<file path="src/rtl/ifu_pkg.sv">
// Shared instruction-fetch definitions: FSM state encoding, fault cause codes and the NOP
// instruction that the core also uses for reset and bubble slots.
package ifu_pkg;

  typedef enum logic [2:0] {
    StIdle,
    StReq,
    StWait,
    StOut,
    StDrain
  } ifu_state_e;

  typedef enum logic [1:0] {
    CauseNone       = 2'd0,
    CauseMisaligned = 2'd1,
    CauseBusErr     = 2'd2,
    CauseTimeout    = 2'd3
  } fault_cause_e;

  // addi x0, x0, 0
  localparam logic [31:0] IFU_NOP_INST = 32'h0000_0013;

endpackage

</file>
<file path="src/rtl/fetch_timer.sv">
// Watchdog counter for the fetch unit's response wait.
//   clk, rst   : clock, synchronous active-high reset
//   clear_i    : zero the count (takes priority over en_i)
//   en_i       : count this cycle; saturates at all-ones, never wraps
//   expire_o   : count has reached TIMEOUT-1
module fetch_timer #(
  parameter int unsigned TIMEOUT = 256
) (
  input  logic clk,
  input  logic rst,
  input  logic clear_i,
  input  logic en_i,
  output logic expire_o
);

  localparam int unsigned Width = (TIMEOUT > 1) ? $clog2(TIMEOUT) : 1;
  localparam logic [Width-1:0] Last = Width'(TIMEOUT - 1);
  localparam logic [Width-1:0] Max  = '1;

  logic [Width-1:0] count_q;

  always_ff @(posedge clk) begin
    if (rst || clear_i) begin
      count_q <= '0;
    end else if (en_i && (count_q != Max)) begin
      count_q <= count_q + 1'b1;
    end
  end

  assign expire_o = (count_q == Last);

endmodule

</file>
<file path="src/rtl/inst_fetch.sv">
// Instruction fetch unit: one memory read per requested pc, one outstanding request at most,
// delivery to the core over a valid/ready handshake. Flush drops the in-flight or buffered
// entry; responses owed to dropped or timed-out requests are drained and discarded.
//   clk, rst                  : clock, synchronous active-high reset
//   pc_i, fetch_en_i          : core fetch request
//   flush_i                   : redirect, highest priority
//   inst_o, inst_pc_o         : delivered instruction and its address
//   inst_valid_o/inst_ready_i : delivery handshake
//   fault_o, fault_cause_o    : delivered entry is a fault (none/misaligned/bus error/timeout)
//   mem_req_*                 : read request channel (word-aligned address)
//   mem_rsp_*                 : read response channel (never back-pressured)
module inst_fetch
  import ifu_pkg::*;
#(
  parameter int unsigned     XLEN     = 32,
  parameter int unsigned     TIMEOUT  = 256,
  parameter logic [XLEN-1:0] NOP_INST = XLEN'(IFU_NOP_INST)
) (
  input  logic            clk,
  input  logic            rst,
  input  logic [XLEN-1:0] pc_i,
  input  logic            fetch_en_i,
  input  logic            flush_i,
  output logic [XLEN-1:0] inst_o,
  output logic [XLEN-1:0] inst_pc_o,
  output logic            inst_valid_o,
  input  logic            inst_ready_i,
  output logic            fault_o,
  output logic [1:0]      fault_cause_o,
  output logic            mem_req_valid_o,
  input  logic            mem_req_ready_i,
  output logic [XLEN-1:0] mem_req_addr_o,
  input  logic            mem_rsp_valid_i,
  input  logic [XLEN-1:0] mem_rsp_data_i,
  input  logic            mem_rsp_err_i
);

  ifu_state_e      state_q, state_d;
  fault_cause_e    cause_q, cause_d;
  logic [XLEN-1:0] addr_q, addr_d;
  logic [XLEN-1:0] inst_q, inst_d;
  // A response is still owed by memory for a request whose result was dropped or timed out.
  logic            stale_q, stale_d;
  logic            timer_clear, timer_expire;

  fetch_timer #(
    .TIMEOUT (TIMEOUT)
  ) u_fetch_timer (
    .clk      (clk),
    .rst      (rst),
    .clear_i  (timer_clear),
    .en_i     (state_q == StWait),
    .expire_o (timer_expire)
  );

  always_ff @(posedge clk) begin
    if (rst) begin
      state_q <= StIdle;
      cause_q <= CauseNone;
      addr_q  <= '0;
      inst_q  <= NOP_INST;
      stale_q <= 1'b0;
    end else begin
      state_q <= state_d;
      cause_q <= cause_d;
      addr_q  <= addr_d;
      inst_q  <= inst_d;
      stale_q <= stale_d;
    end
  end

  always_comb begin
    state_d     = state_q;
    cause_d     = cause_q;
    addr_d      = addr_q;
    inst_d      = inst_q;
    stale_d     = stale_q;
    timer_clear = 1'b0;
    unique case (state_q)
      StIdle: begin
        if (fetch_en_i && !flush_i) begin
          addr_d = pc_i;
          if (pc_i[1:0] != 2'b00) begin
            state_d = StOut;
            inst_d  = NOP_INST;
            cause_d = CauseMisaligned;
          end else begin
            state_d = StReq;
          end
        end
      end
      StReq: begin
        if (flush_i) begin
          // An accepted request still gets a response, which must be swallowed.
          if (mem_req_ready_i) begin
            state_d = StDrain;
            stale_d = 1'b1;
          end else begin
            state_d = StIdle;
          end
        end else if (mem_req_ready_i) begin
          state_d     = StWait;
          timer_clear = 1'b1;
        end
      end
      StWait: begin
        if (flush_i) begin
          if (mem_rsp_valid_i) begin
            state_d = StIdle;
          end else begin
            state_d = StDrain;
            stale_d = 1'b1;
          end
        end else if (mem_rsp_valid_i) begin
          state_d = StOut;
          inst_d  = mem_rsp_err_i ? NOP_INST : mem_rsp_data_i;
          cause_d = mem_rsp_err_i ? CauseBusErr : CauseNone;
        end else if (timer_expire) begin
          state_d = StOut;
          inst_d  = NOP_INST;
          cause_d = CauseTimeout;
          stale_d = 1'b1;
        end
      end
      StOut: begin
        // A late response landing while a timeout fault is presented settles the debt here.
        if (stale_q && mem_rsp_valid_i) begin
          stale_d = 1'b0;
        end
        if (flush_i || inst_ready_i) begin
          state_d = stale_d ? StDrain : StIdle;
        end
      end
      StDrain: begin
        if (mem_rsp_valid_i) begin
          state_d = StIdle;
          stale_d = 1'b0;
        end
      end
      default: state_d = StIdle;
    endcase
  end

  assign inst_valid_o    = (state_q == StOut);
  assign inst_o          = inst_valid_o ? inst_q : NOP_INST;
  assign inst_pc_o       = addr_q;
  assign fault_o         = inst_valid_o && (cause_q != CauseNone);
  assign fault_cause_o   = inst_valid_o ? cause_q : CauseNone;
  assign mem_req_valid_o = (state_q == StReq);
  assign mem_req_addr_o  = {addr_q[XLEN-1:2], 2'b00};

  // A response is only legal while one is owed.
  assert property (@(posedge clk) disable iff (rst)
    mem_rsp_valid_i |-> ((state_q == StWait) || (state_q == StDrain) || stale_q));

endmodule
</file>
<file path="config.mk">
export PLATFORM = sky130hd
export DESIGN_NAME = inst_fetch
export DESIGN_NICKNAME = d
export VERILOG_FILES = /design/src/rtl/ifu_pkg.sv /design/src/rtl/fetch_timer.sv /design/src/rtl/inst_fetch.sv
export SDC_FILE = /design/constraint.sdc
export NUM_CORES = 1
export LEC_CHECK = 0
export CAP_MARGIN = 25
export CORE_MARGIN = 1
export CORE_UTILIZATION = 45
export CTS_CLUSTER_SIZE = 16
export DETAILED_ROUTE_END_ITERATION = 6
export DONT_BUFFER_PORTS = 1
export PLACE_DENSITY = 0.61
export SLEW_MARGIN = 15
export SYNTH_ARGS = -nofsm -noshare
export SYNTH_HDL_FRONTEND = slang
export SYNTH_SLANG_ARGS = --single-unit
</file>
<file path="constraint.sdc">
create_clock -name clk -period 2.5 [get_ports clk]
set_input_delay 0.25 -clock clk [delete_from_list [all_inputs] [get_ports clk]]
set_output_delay 0.25 -clock clk [all_outputs]
set_load 0.01 [all_outputs]
</file>
* After elaboration in Yosys (flattened, before gate mapping)
Index checks and enable logic that the tools add are counted.
** Word-level totals
- Flip-flop bits (word level) :: 78
- Bits in latches :: 0
- RAM bits :: 0
- ROM bits :: 0
- Input bits :: 72
- Output and inout port bits :: 101
- Logic and storage cells :: 83
- Memories kept :: 0
** Operators by class
- Add/sub/neg operators :: 1
- $mul :: 0
- Div/mod/pow operators :: 0
- Magnitude comparators :: 0
- Equality and inequality tests :: 18
- Shifts and indexed selects :: 0
- Mux-type cells :: 42
- Bitwise logic cells :: 0
- Reduce and logical (&&, ||, !) cells :: 16
** Operators with widths (count)
- two-way mux 32 bit :: 7
- case mux 32 bit (2 select lines) :: 1
- two-way mux 3 bit :: 11
- two-way mux 2 bit :: 8
- case mux 3 bit (5 select lines) :: 1
- two-way mux 1 bit :: 12
- inequality test 2 bit, second input constant :: 6
- AND reduction 5 bit :: 2
- adder 8 x 1 -> 8 bit, second input constant :: 1
- == test 8 bit, second input constant :: 1
- inequality test 8 bit, second input constant :: 1
- == test 3 x 2 -> 1 bit, second input constant :: 2
- inequality test 3 bit, second input constant :: 2
- AND reduction 6 bit :: 1
- nonzero test 2 bit :: 3
- logical AND 1 bit :: 4
- inequality test 2 x 1 -> 1 bit, second input constant :: 2
- inequality test 4 bit, second input constant :: 1
- case mux 1 bit (4 select lines) :: 1
- case mux 2 bit (2 select lines) :: 1
- nonzero test 4 bit :: 1
- == test 3 x 1 -> 1 bit, second input constant :: 1
- == test 3 bit, second input constant :: 1
- zero test 3 bit :: 1
- 4 further kinds :: 5

* Longest topological paths before layout
- Word-level depth :: 6
- Depth in mapped cells :: 7
- Gate-level depth less buffers :: 5

* By module
From an unflattened synthesis, not the netlist that was laid out.
** Unflattened totals
- Cells, all modules :: 477
- Area, all modules :: 3794.9 µm²
** By module, submodules not included
- inst_fetch :: times used 1, cells each 428, area an instance 3369.5 µm², sequential area each 1401.3 µm²
- fetch_timer :: times used 1, cells each 49, area an instance 425.4 µm², sequential area each 160.2 µm²

* Worst setup path before layout
No wires, ideal clock.
- Path type :: register to register
- Start :: register state_q[0]
- End :: register u_fetch_timer.count_q[7]
- Library setup time :: 0.072 ns
- Arrival time :: 1.644 ns
- Data required time :: 2.428 ns
- Path slack :: 0.784 ns
- Stages on the path, launching flop included :: 6
- Path buffers :: 1
- Period minus slack after synthesis :: 1.716 ns
- Path through :: dfxtp_1 or3b_1 buf_6 a21o_4 or4_1 a21oi_1
** Between the ends
- Word-level cells in the longest chain between the ends :: 3
- Elaborated cells between the ends (all ways) :: 5
- Classes of those cells :: eq/ne: 2; mux: 1; reduce/logical: 2
** RTL lines
- from (decl) :: RTL line inst_fetch.sv:38 : ifu_state_e state_q, state_d;
- from (signal assigned) :: RTL line inst_fetch.sv:58 : state_q <= StIdle;
- from (signal assigned) :: RTL line inst_fetch.sv:64 : state_q <= state_d;
- == test 3 x 1 -> 1 bit :: RTL line inst_fetch.sv:79 : unique case (state_q)
- two-way mux 1 bit :: RTL line inst_fetch.sv:79
- logical OR 1 bit :: RTL line fetch_timer.sv:23 : if (rst || clear_i) begin
- to (signal assigned) :: RTL line fetch_timer.sv:26 : count_q <= count_q + 1'b1;
- to (decl) :: RTL line fetch_timer.sv:20 : logic [Width-1:0] count_q;
Several ways; a longest one is shown, not always the timed one.
A chain may end at the register's enable or synchronous reset.

* Final worst setup path
- Start :: register state_q[0]
- End :: output port inst_o[1]
** Between the ends
- Word-level cells in the longest chain between the ends :: 2
** RTL lines
- == test 3 x 2 -> 1 bit :: RTL line inst_fetch.sv:144 : assign inst_valid_o = (state_q == StOut);
- via inst_valid_o :: RTL line inst_fetch.sv:26 : output logic inst_valid_o,
- two-way mux 32 bit :: RTL line inst_fetch.sv:145 : assign inst_o = inst_valid_o ? inst_q : NOP_INST;
- to (decl) :: RTL line inst_fetch.sv:24 : output logic [XLEN-1:0] inst_o,
The timed path passes the listed nets, and every way through them passes these cells.

==> flow_summary.toml <==
[final_layout]
area_growth_pct = 0.8083
fin_nets = 491
drive_above_1_share_pct = 7.565
finish.utilization_pct = 47.72

[power_and_ir_drop]
power_switching_share_pct = 27.25
switchingPower_mw = 0.6888
ir_drop_uv = 282.9
comb_power_share_pct = 10.3
powerDensity_mw_per_mm2 = 674.8
seqPwrFrac_pct = 53.5
power.total_mw = 2.527
p_int_mw = 1.838
p_leak_nw = 1.402
p_clk_share_pct = 36.2

[sta]
setup_ws_ns = 0.3265
finClkSkew_ns = 0.01117
period_share_pct = 86.94
setup_tns_ns = 0
hold_slack_ns = 0.02205
fmax_mhz = 460.1
slew_viol_final = 0
worst_pin_slew_ns = 0.6264
hold_viol = 0
rsz0062_at_grt = "no"
relSlewSlack_pct = 57.96
setup_viol = 0
layout_min_cycle_time_ns = 2.173

[route]
via_count = 2914
ant_nets = 0
viasPerCell = 5.540
detail_route.iter0.violations = 91
dr.pass1.iters = 4
routed_wl_mm = 8.375
post_drt_wl_per_cell_um = 15.92
drc = 0

[placed_design]
gp_congestion = 0.7896
pre_cts_slack_ns = 0.5345
io_buffer_count = 0
hpwl_mm = 5.634

[synthesis]
seq_area_frac_synth_pct = 42.03
synth_largest_area_cell = "dfxtp_1"
synth.area.top_cells = "dfxtp_1 42%, nand2_1 13%, mux2i_1 8.9%"
muxShareOfSynthArea_pct = 8.892
ys.warnings.count = 0
synth_compound_area_share_pct = 10.95
synth-edff-count = 0
synth_top_area_share_pct = 42.03
synth-adder-area-share_pct = 0.3368
syn-cell-area_mm2 = 0.003715
ys_types = 43
ys_ff_latch = 78
ys.flop_type = "dfxtp_1"
yosys.area_share.simple_pct = 25.80
synth_top_family_by_area = "simple AND/OR/NAND/NOR gates"
syn_inst = 463
synthArstFlopShare_pct = 0
synth-xor-area-share_pct = 0.9431
syn-mean-instance-area_um2 = 8.023

[floorplanning]
rows = 32
die_area_mm2 = 0.008622
start_util_pct = 47.34
boundaryPins = 173
core_area_mm2 = 0.007848
die_h_um = 92.86
die_x_um = 92.86

[grt]
grt_max_degree = 48
grt_pass1_vias = 2770
antenna_found_initial = 1
grt_usage_pct = 19.65
grt_pass1_wl_mm = 13.21
grt_overflow_total = 0

[clock_network]
cts_buffers = 9
insertion_delay_ns = 0.35
clkTransAtPathRegs_ns = 0.08
cts_buffer_depth = 2
cts_root_buffer = "clkbuf_8"
cts.htree.levels = 3
clock-sinks = 78
cts_tree = "done"

[setup_path]
required_ns = 2.25
arrival_ns = 1.92
cp-start-kind = "flop"
endpoint_kind = "output port"
critical_path.max_fanout = 14
crit_type = "flop to output port"

[flow_run]
cap_violations = 0

[worst_hold_path]
min_path_type = "primary input to flop"

[outcome]
outcome = "complete, no violations"
## what timing repair did
| action | 4_1_cts | 5_1_grt |
|---|---|---|
| buffers inserted | 0 | 0 |
| endpoints found under the hold margin | 33 | 0 |
| hold buffers | 1 | 0 |
| resized for setup | 0 | 0 |
## worst max-delay path: stages (launching register included)
cell and delay (ns):
dfxtp_1 0.54, nor2b_2 0.48, and2_1 0.38, nand2b_1 0.18
## cells by family after synthesis
| logic type | after synthesis |
|---|---|
| simple gates | 208 |
| flops | 78 |
| buf+inv | 70 |
| compound gates | 68 |
| mux | 33 |
| xor+xnor | 4 |
| fa+ha+maj | 1 |
| other cells | 1 |
## layer usage
metal	wire, um	global-route usage (%)
met1	3535	22.13
met2	3885	32.17
met3	822	7.882
met4	132	9.487
met5	0	0
## layout make-up
type	count	area, um^2
Antenna cell	1	2.502
Clock buffer	10	127.6
Clock inverter	6	61.31
Fill cell	811	4103
Inverter	3	11.26
Multi-Input combinational cell	316	1765
Sequential cell	78	1562
Tap cell	102	127.6
Timing Repair Buffer	10	87.58
## synthesized netlist by cell type (2+ instances only)
| cell | n |
|---|---|
| a21o_1 | 2 |
| o21a_1 | 3 |
| clkbuf_1 | 27 |
| or4_1 | 2 |
| buf_2 | 4 |
| xor2_1 | 2 |
| a211oi_1 | 4 |
| nand2_1 | 124 |
| nand2b_1 | 9 |
| nor3_1 | 4 |
| o2111ai_1 | 2 |
| buf_4 | 35 |
| a21oi_1 | 42 |
| nor2b_1 | 3 |
| dfxtp_1 | 78 |
| xnor2_1 | 2 |
| and3_1 | 34 |
| o21ai_0 | 6 |
| nand4_1 | 2 |
| mux2i_1 | 33 |
| nand3_1 | 5 |
| nor4_1 | 4 |
| nor2_1 | 13 |
| inv_1 | 3 |
| and2_1 | 2 |
## layout by cell type, fill, tap and decap left out, types with 2 or more instances in the layout
cell type / count
nor3_1: 3
mux2i_1: 33
or4_1: 2
xnor2_1: 2
a21oi_1: 42
nor2b_1: 2
inv_1: 3
nor4_1: 4
nand3_1: 5
and3_1: 34
clkbuf_8: 9
nor2_1: 13
buf_4: 9
o21a_1: 3
a21o_1: 2
nand2_1: 124
clkinv_2: 3
a211oi_1: 4
conb_1: 2
dfxtp_1: 78
xor2_1: 2
and2_1: 2
nand4_1: 2
o2111ai_1: 2
nand2b_1: 9
o21ai_0: 6
## through the flow
| stage | cell area (um^2) | cells |
|---|---|---|
| after CTS | 3742 | 525 |
| after global routing | 3745 | 526 |
| after global placement | 3533 | 508 |
| after floorplan | 3719 | 464 |
| after detailed placement | 3533 | 508 |
| final | 3745 | 526 |
## path summary, 6_finish.rpt
path / startpoint / end / slack (ns) / depth (start not counted)
worst max-delay path: state_q[0]$_SDFFE_PP0P_ / inst_o[1] / 0.33 / 3
worst min register to register: inst_q[10]$_SDFFE_PP0P_ / inst_q[10]$_SDFFE_PP0P_ / 0.46 / 2
worst min-delay path: pc_i[11] / inst_pc_o[11]$_SDFFE_PP0P_ / 0.02 / 2
worst max register to register: state_q[2]$_SDFFE_PP0P_ / u_fetch_timer.count_q[7]$_SDFFE_PP0P_ / 0.52 / 4
## registers in the layout (all words and copies together), names as in the netlist
register and flops:
stale_q 1, u_fetch_timer.count_q 8, state_q 3, inst_q 32, inst_pc_o 32, cause_q 2
## power by group through the flow
stage / logic [mW] / clock network, mW / registers (mW)
finish: 0.260 / 0.916 / 1.35
global route: 0.293 / 1.01 / 1.36
CTS: 0.263 / 0.954 / 1.35
detailed placement: 0.250 / 0 / 1.38
global placement: 0.246 / 0 / 1.38
floorplan: 0.274 / 0 / 1.35
Power figures use the tool's default switching activity.
